File: config.mk
export PLATFORM = sky130hd
export DESIGN_NAME = serial_borrow_subtractor_flat
export DESIGN_NICKNAME = d
export VERILOG_FILES = /design/src/rtl/serial_borrow_subtractor_if.sv /design/src/rtl/serial_borrow_subtractor.sv /design/src/flat_wrapper.sv
export SDC_FILE = /design/constraint.sdc
export NUM_CORES = 1
export LEC_CHECK = 0
export ABC_AREA = 0
export CORE_ASPECT_RATIO = 1.25
export CORE_MARGIN = 5
export CORE_UTILIZATION = 52
export CTS_BUF_LIST = sky130_fd_sc_hd__clkbuf_16
export DETAILED_ROUTE_END_ITERATION = 6
export MAX_ROUTING_LAYER = met4
export PLACE_DENSITY = 0.92
export SLEW_MARGIN = 10
export SYNTH_ARGS = -nofsm -noshare
export SYNTH_HDL_FRONTEND = slang
export SYNTH_SLANG_ARGS = --single-unit
File: constraint.sdc
create_clock -name i_clk -period 2.3 [get_ports i_clk]
set_input_delay 0.345 -clock i_clk [delete_from_list [all_inputs] [get_ports i_clk]]
set_output_delay 0.345 -clock i_clk [all_outputs]
set_load 0.05 [all_outputs]
File: src/rtl/serial_borrow_subtractor_if.sv
// Handshake and result bundle for the bit-serial borrow subtractor.
// master drives the request side; slave is the subtractor itself.
interface serial_borrow_subtractor_if #(
  parameter int WIDTH = 6
);
  logic             start;
  logic [WIDTH-1:0] a;
  logic [WIDTH-1:0] b;
  logic             bin;
  logic [WIDTH-1:0] diff;
  logic             bout;
  logic             busy;
  logic             done;

  modport master (
    output start, a, b, bin,
    input  diff, bout, busy, done
  );

  modport slave (
    input  start, a, b, bin,
    output diff, bout, busy, done
  );
endinterface

File: src/rtl/serial_borrow_subtractor.sv
// Bit-serial a - b - bin using one full-subtractor cell, LSB first.
// Result (done pulse) WIDTH+1 cycles after an accepted start; start is ignored while busy.
module serial_borrow_subtractor #(
  parameter int WIDTH = 6
) (
  input  logic                   i_clk,
  input  logic                   i_rst,
  serial_borrow_subtractor_if.slave bus
);
  localparam int CW = $clog2(WIDTH + 1);

  typedef enum logic [1:0] {
    S_IDLE  = 2'd0,
    S_SHIFT = 2'd1,
    S_DONE  = 2'd2
  } state_t;

  state_t           r_state;
  state_t           w_state_nxt;
  logic [WIDTH-1:0] r_a_sr;
  logic [WIDTH-1:0] r_b_sr;
  logic [WIDTH-1:0] r_diff;
  logic             r_borrow;
  logic             r_bout;
  logic [CW-1:0]    r_cnt;

  logic w_ai;
  logic w_bi;
  logic w_d;
  logic w_br_n;
  logic w_accept;
  logic w_last;
  logic w_busy;
  logic w_done;

  assign w_ai     = r_a_sr[0];
  assign w_bi     = r_b_sr[0];
  assign w_d      = w_ai ^ w_bi ^ r_borrow;
  assign w_br_n   = (~w_ai & w_bi) | (~(w_ai ^ w_bi) & r_borrow);
  assign w_accept = bus.start && (r_state != S_SHIFT);
  assign w_last   = (r_cnt == CW'(WIDTH - 1));

  always_ff @(posedge i_clk) begin
    if (i_rst) begin
      r_state <= S_IDLE;
    end else begin
      r_state <= w_state_nxt;
    end
  end

  always_comb begin
    w_state_nxt = r_state;
    case (r_state)
      S_IDLE:  if (w_accept) w_state_nxt = S_SHIFT;
      S_SHIFT: if (w_last)   w_state_nxt = S_DONE;
      S_DONE:  w_state_nxt = w_accept ? S_SHIFT : S_IDLE;
      default: w_state_nxt = S_IDLE;
    endcase
  end

  always_comb begin
    w_busy = 1'b0;
    w_done = 1'b0;
    case (r_state)
      S_SHIFT: w_busy = 1'b1;
      S_DONE:  w_done = 1'b1;
      default: ;
    endcase
  end

  // Capture is legal from IDLE and DONE, which is what gives back-to-back issue.
  always_ff @(posedge i_clk) begin
    if (i_rst) begin
      r_a_sr   <= '0;
      r_b_sr   <= '0;
      r_diff   <= '0;
      r_borrow <= 1'b0;
      r_bout   <= 1'b0;
      r_cnt    <= '0;
    end else if (w_accept) begin
      r_a_sr   <= bus.a;
      r_b_sr   <= bus.b;
      r_borrow <= bus.bin;
      r_diff   <= '0;
      r_bout   <= 1'b0;
      r_cnt    <= '0;
    end else if (r_state == S_SHIFT) begin
      r_diff   <= {w_d, r_diff[WIDTH-1:1]};
      r_a_sr   <= {1'b0, r_a_sr[WIDTH-1:1]};
      r_b_sr   <= {1'b0, r_b_sr[WIDTH-1:1]};
      r_borrow <= w_br_n;
      r_cnt    <= r_cnt + CW'(1);
      if (w_last) begin
        r_bout <= w_br_n;
      end
    end
  end

  assign bus.diff = r_diff;
  assign bus.bout = r_bout;
  assign bus.busy = w_busy;
  assign bus.done = w_done;
endmodule

File: src/flat_wrapper.sv
// flat-port wrapper written by rule: the top's interface ports become plain ports
module serial_borrow_subtractor_flat 
#(
  parameter int WIDTH = 6
)
  (i_clk, i_rst, bus_start, bus_a, bus_b, bus_bin, bus_diff, bus_bout, bus_busy, bus_done);
  serial_borrow_subtractor_if #(.WIDTH(WIDTH)) bus_i ();
  input  logic i_clk;
  input  logic i_rst;
  input wire logic [$bits(bus_i.start)-1:0] bus_start;
  input wire logic [$bits(bus_i.a)-1:0] bus_a;
  input wire logic [$bits(bus_i.b)-1:0] bus_b;
  input wire logic [$bits(bus_i.bin)-1:0] bus_bin;
  output wire logic [$bits(bus_i.diff)-1:0] bus_diff;
  output wire logic [$bits(bus_i.bout)-1:0] bus_bout;
  output wire logic [$bits(bus_i.busy)-1:0] bus_busy;
  output wire logic [$bits(bus_i.done)-1:0] bus_done;
  assign bus_i.start = bus_start;
  assign bus_i.a = bus_a;
  assign bus_i.b = bus_b;
  assign bus_i.bin = bus_bin;
  assign bus_diff = bus_i.diff;
  assign bus_bout = bus_i.bout;
  assign bus_busy = bus_i.busy;
  assign bus_done = bus_i.done;
  serial_borrow_subtractor #(.WIDTH(WIDTH)) u_core (.i_clk(i_clk), .i_rst(i_rst), .bus(bus_i));
endmodule
==> results.toml <==
[outcome]
status = "completed"

[detailed_routing]
firstDrtPassIters = 4
drc = 0
drtAntennaViolNets = 0
wl_per_cell_um = 14.1
vias_per_cell = 5.50
drt_iter0_markers = 7
num_vias = 852
wirelength_mm = 2.19

[yosys]
synth_area_per_cell_um2 = 9.84
ys_seq_area_frac = 0.446
synthTopCellsByArea = "dfxtp_1 45%, mux2i_1 11%, a211oi_2 7.8%"
ys.flop_type = "dfxtp_1"
syn_nets = 133
ys_seq_elements = 25
ys_types = 25
synthArstFlopShare = 0
synth_top_area_frac = 0.446
synthCells = 114
yosys_warnings = 0
synth_common_cells = "25 x dfxtp_1, 14 x nand2_1, 14 x nor2_1"
yosys.area.top_type = "dfxtp_1"
synth_edf_count = 0
syn-cell-area_mm2 = 0.00112
yosysMostFrequentCell = "dfxtp_1"

[run]
cap_violations = 0

[placed_design]
portBuffers = 24
gp_congestion = 0.732
placed_area_mm2 = 0.00133
hpwlAfterDp_mm = 1.49

[die]
fp.dieH_um = 61.9
start_util = 0.554
pin_count = 25
core_mm2 = 0.00203
die_w_um = 51.6
die_area_mm2 = 0.00319
core.rowCount = 18

[final_layout]
fillers = 161
area_growth_pct = 25.2
final_area_mm2 = 0.00141
nNetsFinal = 155
drive_gt1_frac = 0.111
n_antenna_cell = 0

[clock_network]
cts_resized = 0
path_clk_slew_ns = 0.06
cts_buffers = 3
clk_path_buf_depth = 2
cts_root_buffer = "clkbuf_16"
clkSinkCount = 25
h-tree-depth = 1
ctsHoldBuffers = 0
insertion_delay_ns = 0.26
tritoncts = "built"
cts_setup_buffers = 0

[grt]
grt_max_degree = 33
grt_overflow = 0
grt_usage = 0.161
antenna_found_initial = 0
first_global_vias = 875
grt_pass1_wl_mm = 3.62

[worst_setup_path]
path_buf_inv = 1
crit_path_start_kind = "flip-flop"
cp_slowest_cell = "clkdlybuf4s50_1"
cp.required_ns = 1.96
worstSetupPathType = "flip-flop to output pin"
cp-end-kind = "output pin"
critical_path.max_fanout = 4
crit_path_cell_trace = "and2b_1 -> clkdlybuf4s50_1"
cpLargestDelayFamily = "buffers and inverters"
worstPathArrival_ns = 1.59
cp_slowest_stage_delay_ns = 0.79

[power_and_ir_drop]
pwr-share-seq = 0.477
switching_power_mw = 0.233
p_sw_frac = 0.235
combPwrFrac = 0.149
power-per-cell-area_mw_per_mm2 = 708
leakage_nw = 0.558
intPower_mw = 0.761
clockPowerShare = 0.374
max-vdd-ir-drop_mv = 0.506

[sta]
finalCriticalPeriod_ns = 1.94
hold_viol_final = 0
worstMarginPinSlew_ns = 0.508
setup_violations = 0
clock_skew_ns = 0.00350
max-slew-margin-rel = 0.660
timing.final.crit_share = 0.843
finalSetupTns_ns = 0
fmax_mhz = 516
rsz0062_at_grt = "false"
drv_slew = 0

[min_path]
min_path_type = "flip-flop to flip-flop"
==> power by group through the flow <==
stage                     Combinational (mW)  Sequential, mW  Clock [mW]
after floorplan                        0.109           0.484           0
after global placement                 0.143           0.482           0
after detailed placement               0.148           0.484           0
after CTS                              0.150           0.474       0.387
after global routing                   0.163           0.477       0.406
final                                  0.148           0.474       0.372
==> cell type report <==
cell class | instances | area [um2] | share of cell area
Clock buffer | 3 | 75.1 | 0.0534
Clock inverter | 1 | 3.75 | 0.00267
Inverter | 4 | 15.0 | 0.0107
Multi-Input combinational cell | 76 | 533 | 0.379
Sequential cell | 25 | 500 | 0.356
Tap cell | 20 | 25.0 | 0.0178
Timing Repair Buffer | 26 | 253 | 0.180
==> worst register-to-register path, stage by stage (launching register included) <==
cell	delay (ns)
dfxtp_1	0.33
inv_1	0.06
fa_1	0.44
or3_1	0.37
a21oi_1	0.13
==> flip-flops by register name, summed over array words and instances, names as in the netlist <==
register / flops
u_core.r_cnt: 3
u_core.bus.bout: 1
u_core.bus.diff: 6
u_core.r_a_sr: 6
u_core.r_state: 2
u_core.r_borrow: 1
u_core.r_b_sr: 6
==> cell families (layout without fill, tap and decap cells) <==
family / Yosys count / after routing / synth area share
flops: 25 / 25 / 0.446
mux: 12 / 12 / 0.107
compound gates: 23 / 23 / 0.167
fa+ha+maj: 3 / 3 / 0.0401
xor+xnor: 2 / 2 / 0.0156
buf+inv: 13 / 34 / 0.0791
simple gates: 36 / 36 / 0.145
==> per-layer routing <==
layer	part of all wire	up-vias	track usage
met2	0.50	20	0.276
li1	-	431	-
met5	0	-	-
met3	0.055	6	0.0334
met4	0.031	0	0.131
met1	0.42	395	0.157
==> through the flow <==
step	instances	power [mW]	setup WS (ns)	hold slack [ns]	utilization
4_1_cts	155	1.01	0.349	0.474	0.693
3_5_place_dp	151	0.632	0.639	0.464	0.654
3_3_place_gp	151	0.625	0.643	0.445	0.654
2_1_floorplan	114	0.594	0.992	0.477	-
5_1_grt	155	1.05	0.313	0.493	0.693
6_report	155	0.994	0.362	0.469	0.693
==> path summary, 6_finish.rpt <==
path / from / endpoint / slack [ns] / cells after the start
worst min register to register: u_core.bus.diff[4]$_SDFFE_PP0N_ / u_core.bus.diff[3]$_SDFFE_PP0N_ / 0.47 / 2
worst max register to register: u_core.r_b_sr[0]$_SDFFE_PP0P_ / u_core.bus.bout$_SDFFE_PP0P_ / 0.90 / 4
worst max-delay path: u_core.r_state[0]$_SDFFE_PP0P_ / bus_done / 0.36 / 2
worst min-delay path: u_core.bus.diff[4]$_SDFFE_PP0N_ / u_core.bus.diff[3]$_SDFFE_PP0N_ / 0.47 / 2
==> cell usage in the layout, fill, tap and decap left out <==
master	netlist	layout
a211oi_1	5	5
ha_1	2	2
dfxtp_1	25	25
nand2b_4	1	1
clkdlybuf4s50_1	0	23
fa_1	1	1
or3_1	1	1
o211a_1	1	1
a21o_1	1	1
and2b_1	2	2
nand3b_1	1	1
buf_4	2	3
clkbuf_16	0	3
mux2i_1	12	12
nor3_1	3	3
inv_1	3	4
nand2_1	14	14
a21oi_1	8	8
inv_2	1	1
xnor2_1	1	1
xor2_1	1	1
nor2_1	14	14
o21ai_0	1	1
a211oi_2	7	7
Note: power is estimated with default switching activity, not from simulation.
